$ cat config.mk
export PLATFORM = sky130hd
export DESIGN_NAME = logistic_synth
export DESIGN_NICKNAME = d
export VERILOG_FILES = /design/src/rtl/logistic_pkg.sv /design/src/rtl/logistic_step.sv /design/src/rtl/logistic_synth.sv
export SDC_FILE = /design/constraint.sdc
export NUM_CORES = 2
export LEC_CHECK = 0
export CORE_MARGIN = 4
export CORE_UTILIZATION = 45
export DETAILED_ROUTE_END_ITERATION = 7
export PLACE_DENSITY = 0.57
export SLEW_MARGIN = 20
export SYNTH_ARGS = -nofsm -noshare
export SYNTH_HDL_FRONTEND = slang
export SYNTH_SLANG_ARGS = --single-unit
$ cat constraint.sdc
create_clock -name clk -period 28.4 [get_ports clk]
set_clock_uncertainty 0.05 [all_clocks]
set_input_delay 4.26 -clock clk [delete_from_list [all_inputs] [get_ports clk]]
set_output_delay 4.26 -clock clk [all_outputs]
set_load 0.01 [all_outputs]
$ cat src/rtl/logistic_pkg.sv
// logistic_pkg: sweep-mode and direction types plus fixed-point constants for the logistic-map synth.
// No ports. ONE and R_MAX are given at the default 16 fraction bits; one_of()/r_max_of()
// derive the same constants for any fraction width.
package logistic_pkg;

    typedef enum logic [1:0] {
        RAMP     = 2'd0,
        PINGPONG = 2'd1,
        HOLD     = 2'd2
    } mode_e;

    typedef enum logic {
        DIR_UP   = 1'b0,
        DIR_DOWN = 1'b1
    } dir_e;

    function automatic longint one_of(int frac);
        return longint'(1) << frac;
    endfunction

    function automatic longint r_max_of(int frac);
        return (longint'(4) << frac) - 1;
    endfunction

    localparam int FRAC_DEF = 16;
    localparam longint ONE = one_of(FRAC_DEF);
    localparam longint R_MAX = r_max_of(FRAC_DEF);

endpackage

$ cat src/rtl/logistic_step.sv
// logistic_step: two-stage logistic-map arithmetic, x_next = min(r * x(1-x), 1 - lsb).
// Ports: clk, reset (async, active high); x (Q0.FRAC) and r (Q2.FRAC) operands;
// start latches p = x(1-x); valid flags the following cycle, when x_next (Q0.FRAC)
// holds r*p for the r presented in that cycle.
module logistic_step
    import logistic_pkg::*;
#(
    parameter int FRAC = 16
) (
    input  logic            clk,
    input  logic            reset,
    input  logic [FRAC-1:0] x,
    input  logic [FRAC+1:0] r,
    input  logic            start,
    output logic [FRAC-1:0] x_next,
    output logic            valid
);

    localparam logic [FRAC:0] ONE_L = (FRAC+1)'(one_of(FRAC));

    logic [FRAC-1:0] p_q, p_d;
    logic            busy_q, busy_d;
    logic [FRAC+1:0] rp;

    always_comb begin
        // x(1-x) never exceeds 0.25, so the product's integer bit is always zero
        p_d = start ? FRAC'(((2*FRAC+1)'(x) * (2*FRAC+1)'(ONE_L - {1'b0, x})) >> FRAC) : p_q;
        busy_d = start;
        rp = (FRAC+2)'(((2*FRAC+2)'(r) * (2*FRAC+2)'(p_q)) >> FRAC);
        x_next = |rp[FRAC+1:FRAC] ? {FRAC{1'b1}} : rp[FRAC-1:0];
        valid = busy_q;
    end

    always_ff @(posedge clk or posedge reset) begin
        if (reset) begin
            p_q <= '0;
            busy_q <= 1'b0;
        end else begin
            p_q <= p_d;
            busy_q <= busy_d;
        end
    end

endmodule

$ cat src/rtl/logistic_synth.sv
// logistic_synth: logistic-map driven bank of square-wave oscillators mixed to 1-bit sigma-delta audio.
// Ports: clk; reset (async, active high); enable freezes everything when low; mode selects the
// r sweep (0 RAMP, 1 PINGPONG, 2/3 HOLD); osc_en masks oscillators into the mix; snd is the
// sigma-delta bit; level counts enabled oscillators that are high; iter_strobe pulses after each x/r update.
module logistic_synth
    import logistic_pkg::*;
#(
    parameter int N_OSC      = 8,
    parameter int ITER_LEN   = 15361,
    parameter int R_INC      = 2,
    parameter int FRAC       = 16,
    parameter int PHASE_BITS = 16,
    parameter int FREQ_RES   = 0,
    parameter int R_START    = 3 << FRAC,
    parameter int X_SEED     = 1 << (FRAC - 1)
) (
    input  logic                       clk,
    input  logic                       reset,
    input  logic                       enable,
    input  logic [1:0]                 mode,
    input  logic [N_OSC-1:0]           osc_en,
    output logic                       snd,
    output logic [$clog2(N_OSC+1)-1:0] level,
    output logic                       iter_strobe
);

    localparam int LW = $clog2(N_OSC + 1);
    localparam int AW = $clog2(2 * N_OSC);
    localparam int CW = $clog2(ITER_LEN);
    localparam logic [FRAC+1:0] R_MAX_R = (FRAC+2)'(r_max_of(FRAC));
    localparam logic [FRAC+1:0] R_START_R = (FRAC+2)'(R_START);
    localparam logic [FRAC+1:0] R_INC_R = (FRAC+2)'(R_INC);
    localparam logic [FRAC-1:0] X_SEED_X = FRAC'(X_SEED);

    logic [CW-1:0]         cnt_q, cnt_d;
    logic [FRAC-1:0]       x_q, x_d;
    logic [FRAC+1:0]       r_q, r_d;
    dir_e                  dir_q, dir_d;
    logic [FRAC-1:0]       f_q [N_OSC];
    logic [FRAC-1:0]       f_d [N_OSC];
    logic [PHASE_BITS-1:0] phase_q [N_OSC];
    logic [PHASE_BITS-1:0] phase_d [N_OSC];
    logic [LW-1:0]         level_q, level_d;
    logic [AW-1:0]         acc_q, acc_d;
    logic                  snd_q, snd_d;
    logic                  strobe_q, strobe_d;

    logic            start, step_valid, over, r_lo;
    logic [FRAC-1:0] x_step;
    logic [FRAC+2:0] r_up;
    logic [LW-1:0]   lvl;
    logic [AW-1:0]   acc_sum;

    logistic_step #(.FRAC(FRAC)) u_step (
        .clk    (clk),
        .reset  (reset),
        .x      (x_q),
        .r      (r_q),
        .start  (start),
        .x_next (x_step),
        .valid  (step_valid)
    );

    always_comb begin
        start = enable && cnt_q == CW'(ITER_LEN - 1);
        cnt_d = enable ? (start ? '0 : cnt_q + 1'b1) : cnt_q;
        r_up = {1'b0, r_q} + {1'b0, R_INC_R};
        over = r_up > {1'b0, R_MAX_R};
        r_lo = {1'b0, r_q} < {1'b0, R_START_R} + {1'b0, R_INC_R};
        x_d = x_q;
        r_d = r_q;
        dir_d = dir_q;
        f_d = f_q;
        // the update completes even if enable dropped after the p stage was launched
        if (step_valid) begin
            x_d = x_step == '0 ? X_SEED_X : x_step;
            if (mode == RAMP) begin
                r_d = over ? R_START_R : r_up[FRAC+1:0];
                x_d = over ? X_SEED_X : x_d;
            end else if (mode == PINGPONG) begin
                if (dir_q == DIR_UP) begin
                    r_d = over ? R_MAX_R : r_up[FRAC+1:0];
                    dir_d = over ? DIR_DOWN : DIR_UP;
                end else begin
                    r_d = r_lo ? R_START_R : r_q - R_INC_R;
                    dir_d = r_lo ? DIR_UP : DIR_DOWN;
                end
            end
            f_d[0] = x_d;
            for (int i = 1; i < N_OSC; i++) f_d[i] = f_q[i-1];
        end
        lvl = '0;
        for (int i = 0; i < N_OSC; i++) begin
            phase_d[i] = enable ? phase_q[i] + PHASE_BITS'(f_q[i] >> FREQ_RES) : phase_q[i];
            lvl = lvl + LW'(osc_en[i] & phase_q[i][PHASE_BITS-1]);
        end
        level_d = enable ? lvl : level_q;
        // acc < N_OSC and level <= N_OSC, so the sum always fits in AW bits
        acc_sum = acc_q + AW'(level_q);
        snd_d = enable && acc_sum >= AW'(N_OSC);
        acc_d = enable ? (snd_d ? acc_sum - AW'(N_OSC) : acc_sum) : acc_q;
        strobe_d = step_valid;
    end

    always_ff @(posedge clk or posedge reset) begin
        if (reset) begin
            cnt_q <= '0;
            x_q <= X_SEED_X;
            r_q <= R_START_R;
            dir_q <= DIR_UP;
            f_q <= '{default: '0};
            phase_q <= '{default: '0};
            level_q <= '0;
            acc_q <= '0;
            snd_q <= 1'b0;
            strobe_q <= 1'b0;
        end else begin
            cnt_q <= cnt_d;
            x_q <= x_d;
            r_q <= r_d;
            dir_q <= dir_d;
            f_q <= f_d;
            phase_q <= phase_d;
            level_q <= level_d;
            acc_q <= acc_d;
            snd_q <= snd_d;
            strobe_q <= strobe_d;
        end
    end

    assign snd = snd_q;
    assign level = level_q;
    assign iter_strobe = strobe_q;

endmodule

==> results.txt <==
----------------------------------------------------
[Synth]
  Number of enable flip-flop cells after synthesis ... 0
  Netlist cell types ... 87
  Async set-reset flop share out of synthesis ... 100.0%
  Top flip-flop cell by instance count after synthesis ... sky130_fd_sc_hd__dfrtp_1
  Mapped Avg Cell Area ... 9.523 um2
  Cells taking the most area after synthesis ... sky130_fd_sc_hd__fa_1 24%, sky130_fd_sc_hd__dfrtp_1 22%, sky130_fd_sc_hd__ha_1 12%
  Most frequent cells after synthesis ... 589 x sky130_fd_sc_hd__inv_1, 440 x sky130_fd_sc_hd__fa_1, 353 x sky130_fd_sc_hd__nand2_1
  Synth Cell Area ... 36260 um2
  Instance count of the mapped netlist ... 3808
  Part of the Yosys area used for sequential elements ... 21.88%
  Fraction of synthesized cell area taken by the top area cell type ... 24.29%
  Leading area contributor after synthesis ... sky130_fd_sc_hd__fa_1
  Synthesis-stage register bit count ... 317
  Most common cell in the synthesized netlist ... sky130_fd_sc_hd__inv_1
  Yosys Warn Count ... 0

[Timing]
  Slew Limit Headroom ... 28.20%
  Final-layout setup total negative slack ... 0 ps
  Post-layout minimum cycle time ... 9999 ps
  Number of hold violations in the final report ... 0
  Transition time of the tightest slew-check pin ... 1077 ps
  Post-route setup slack ... 18400 ps
  Post-route clock period utilization ... 35.21%
  Fin. max-slew vios ... 0
  Final setup viols ... 0
  RSZ-0062 raised after global routing ... false
  Top achievable clock speed ... 0.1000 GHz

[Place]
  Pre-CTS WS ... 18490 ps
  Instance count after placement with tap cells included ... 4763
  Detailed Place HPWL ... 63600 um
  Port-buffer cells ... 18
  Final weighted congestion in routability-driven placement ... 0.8804

[Worst setup path]
  Reg2reg end ... u_step.p_q[15]$_DFFE_PP0P_
  Kind of launch point of the worst setup path ... flip-flop
  Worst-path maximum fanout ... 20
  CP max stage cell ... sky130_fd_sc_hd__dfrtp_1
  R2r setup slk ... 18400 ps
  Cell seen most often among critical-path stages ... sky130_fd_sc_hd__fa_1
  Worst setup path class ... flip-flop to flip-flop
  CP Capture Type ... flip-flop
  Required time of the worst setup path ... 28800 ps
  CP arrival ... 10400 ps
  Depth of the worst register-to-register path ... 31
  Delay contributed by the slowest stage of the critical path ... 870 ps
  R2r startpoint ... x_q[0]$_DFFE_PP0P_

[Route]
  Overall via count from detail_route ... 25540
  Vias/cell ... 5.284
  Detail Route Antenna Nets ... 0
  Post-detailed-route wirelength per cell ... 17.77 um
  DRC ... 0
  Total detailed-routing wirelength ... 85890 um
  Count of TritonRoute iterations in the first routing pass ... 7
  Detailed Route Iter0 Violations ... 1359

[Clock network]
  CTS buffer count ... 40
  CTS H-tree lvls ... 2
  PostCTS Resize Cnt ... 0
  Hold-fix buffer count after cts ... 0
  Total setup buffers inserted after CTS ... 0
  Clock transition time at the flip-flop clock pins of the worst setup and hold paths ... 60 ps
  Maximum root-to-sink buffer count ... 3
  Number of sinks handled by clock tree synthesis ... 317
  Root buffer cell ... sky130_fd_sc_hd__clkbuf_16
  Source-to-sink clock delay at the later pin of the worst-skew pair ... 580 ps
  Clock tree from TritonCTS ... built

[Floorplanning]
  Initial core utilization ... 45.68%
  Floorplan die area ... 85190 um2
  Ports placed on the boundary ... 19
  Row cnt ... 103
  Core Box Area ... 79390 um2
  Die width ... 291.9 um
  Die Ht ... 291.9 um

[Worst hold path]
  Class of the worst hold path ... flip-flop to flip-flop
  Worst hold path depth ... 1
  Hold path startpoint ... phase_q[79]$_DFFE_PP0P_
  Hold Path Sink ... phase_q[79]$_DFFE_PP0P_

[Flow run]
  Max-capacitance violation count ... 0

[Global route]
  Number of antenna violations at the first check in global routing ... 1
  Residual overflow from global routing ... 0
  Number of global-route vias before repair ... 26610
  Global-route wire length before repair ... 145100 um
  Overall track demand over capacity in global routing ... 20.85%
  Pin count of the biggest net entering global routing ... 78

[Run status]
  Outcome ... finished, final reports clean

[Layout]
  Layout cell share with drive strength beyond 1 ... 8.435%
  Final design utilization ... 48.87%
  Net count of the finished layout ... 4556
  Fillers ... 7577
  Post-synthesis to final-layout area growth ... 6.973%
  Number of non-filler instances in the completed layout ... 4833

[Power and ir drop]
  Leakage power total ... 19.75 nW
  Power density over the cells ... 30.55 nW/um2
  PnR Total Power ... 0.001185 W
  Worst IR drop on VDD ... 0.04148 mV

----------------------------------------------------
## routing by layer
layer | GRT usage [%] | wire length (um) | vias to the layer above | share of wire (%)
met5 | 0 | 0 | - | 0
met4 | 4.454 | 1744 | 0 | 2.0
met3 | 2.784 | 3873 | 105 | 4.5
met2 | 33.72 | 39060 | 448 | 45
met1 | 30.16 | 41210 | 12750 | 48
li1 | - | - | 12230 | -
## critical path: cells and delay by family (launching register included)
kind                     cells  cell delay [ps]
XOR/XNOR                     1              140
AND/OR/NAND/NOR              7             1070
AO/OA/AOI/OAI                8             2340
buffers and inverters        6             1040
adder cells (fa/ha/maj)      9             4360
flip-flops                   1              870
## worst max path at each step
stage	startpoint	endpoint	slack (ps)
6_report	x_q[0]$_DFFE_PP0P_	u_step.p_q[15]$_DFFE_PP0P_	18400
3_3_place_gp	x_q[0]$_DFFE_PP0P_	u_step.p_q[15]$_DFFE_PP0P_	18650
5_1_grt	x_q[0]$_DFFE_PP0P_	u_step.p_q[15]$_DFFE_PP0P_	17890
2_1_floorplan	reset	acc_q[0]$_DFFE_PP0P_	15320
3_5_place_dp	x_q[0]$_DFFE_PP0P_	u_step.p_q[15]$_DFFE_PP0P_	18490
4_1_cts	x_q[0]$_DFFE_PP0P_	u_step.p_q[15]$_DFFE_PP0P_	18510
## cell usage in the layout, fill, tap and decap left out, types with 8 or more instances in the layout
cell	n
sky130_fd_sc_hd__a2111oi_0	13
sky130_fd_sc_hd__a211oi_1	15
sky130_fd_sc_hd__a21boi_1	9
sky130_fd_sc_hd__a21o_1	38
sky130_fd_sc_hd__a21oi_1	117
sky130_fd_sc_hd__a31oi_1	9
sky130_fd_sc_hd__and2_1	150
sky130_fd_sc_hd__and3_1	25
sky130_fd_sc_hd__buf_4	36
sky130_fd_sc_hd__clkbuf_1	9
sky130_fd_sc_hd__clkbuf_16	40
sky130_fd_sc_hd__clkdlybuf4s50_1	17
sky130_fd_sc_hd__conb_1	13
sky130_fd_sc_hd__dfrtp_1	313
sky130_fd_sc_hd__fa_1	440
sky130_fd_sc_hd__ha_1	348
sky130_fd_sc_hd__inv_1	587
sky130_fd_sc_hd__mux2_2	189
sky130_fd_sc_hd__nand2_1	353
sky130_fd_sc_hd__nand2b_1	136
sky130_fd_sc_hd__nand3_1	61
sky130_fd_sc_hd__nand4_1	13
sky130_fd_sc_hd__nor2_1	198
sky130_fd_sc_hd__nor2b_1	37
sky130_fd_sc_hd__nor3_1	62
sky130_fd_sc_hd__nor4_1	12
sky130_fd_sc_hd__o2111ai_1	8
sky130_fd_sc_hd__o211ai_1	16
sky130_fd_sc_hd__o21a_1	21
sky130_fd_sc_hd__o21ai_0	70
sky130_fd_sc_hd__o21ai_1	50
sky130_fd_sc_hd__o21bai_1	17
sky130_fd_sc_hd__o221ai_1	8
sky130_fd_sc_hd__o22ai_1	8
sky130_fd_sc_hd__o31ai_1	19
sky130_fd_sc_hd__or3_1	22
sky130_fd_sc_hd__xnor2_1	118
sky130_fd_sc_hd__xor2_1	43
## cell type report
cell class / instances / area, um2 / share of cell area (%)
tap: 1050 / 1314 / 3.387
clock buffer: 55 / 1117 / 2.880
timing repair buffer: 54 / 451.7 / 1.164
multi-input combinational: 2748 / 25520 / 65.79
antenna: 1 / 2.502 / 0.006451
clock inverter: 14 / 210.2 / 0.5418
inverter: 594 / 2237 / 5.767
sequential: 317 / 7940 / 20.47
## cells by family after synthesis
kind of cell,count (synthesis),share of synthesized area [%]
DFF,317,21.88
muxes,194,6.031
adders and majority gates,788,36.30
AOI/OAI and AO/OA,490,9.095
xor gates and xnor gates,161,3.888
other,2,0.02071
buffers and inverters,754,7.856
and+or+nand+nor,1102,14.93
## per-stage QoR
step | area, um2 | hold slack [ps]
after CTS | 38790 | 424.4
final | 38790 | 418.6
after floorplan | 36310 | 301.9
after detailed placement | 37460 | 416.5
after global placement | 37460 | 409.9
after global routing | 38790 | 428.8
## flip-flops by register name, indices dropped and copies added, names as in the netlist
signal        cells
dir_q             1
iter_strobe       1
level             4
u_step.p_q       16
x_q              16
u_step.valid      1
acc_q             4
phase_q         128
cnt_q            14
f_q             113
snd               1
r_q              18
## power by group
part	leakage (nW)	switching (W)	internal [W]	total, W
clock	0.649	0.000207	0.000313	0.000520
combinational	14.9	0.0000907	0.0000799	0.000171
sequential	4.21	0.0000175	0.000477	0.000494
total	19.7	0.000315	0.000870	0.00119
Power figures use the tool's default switching activity.
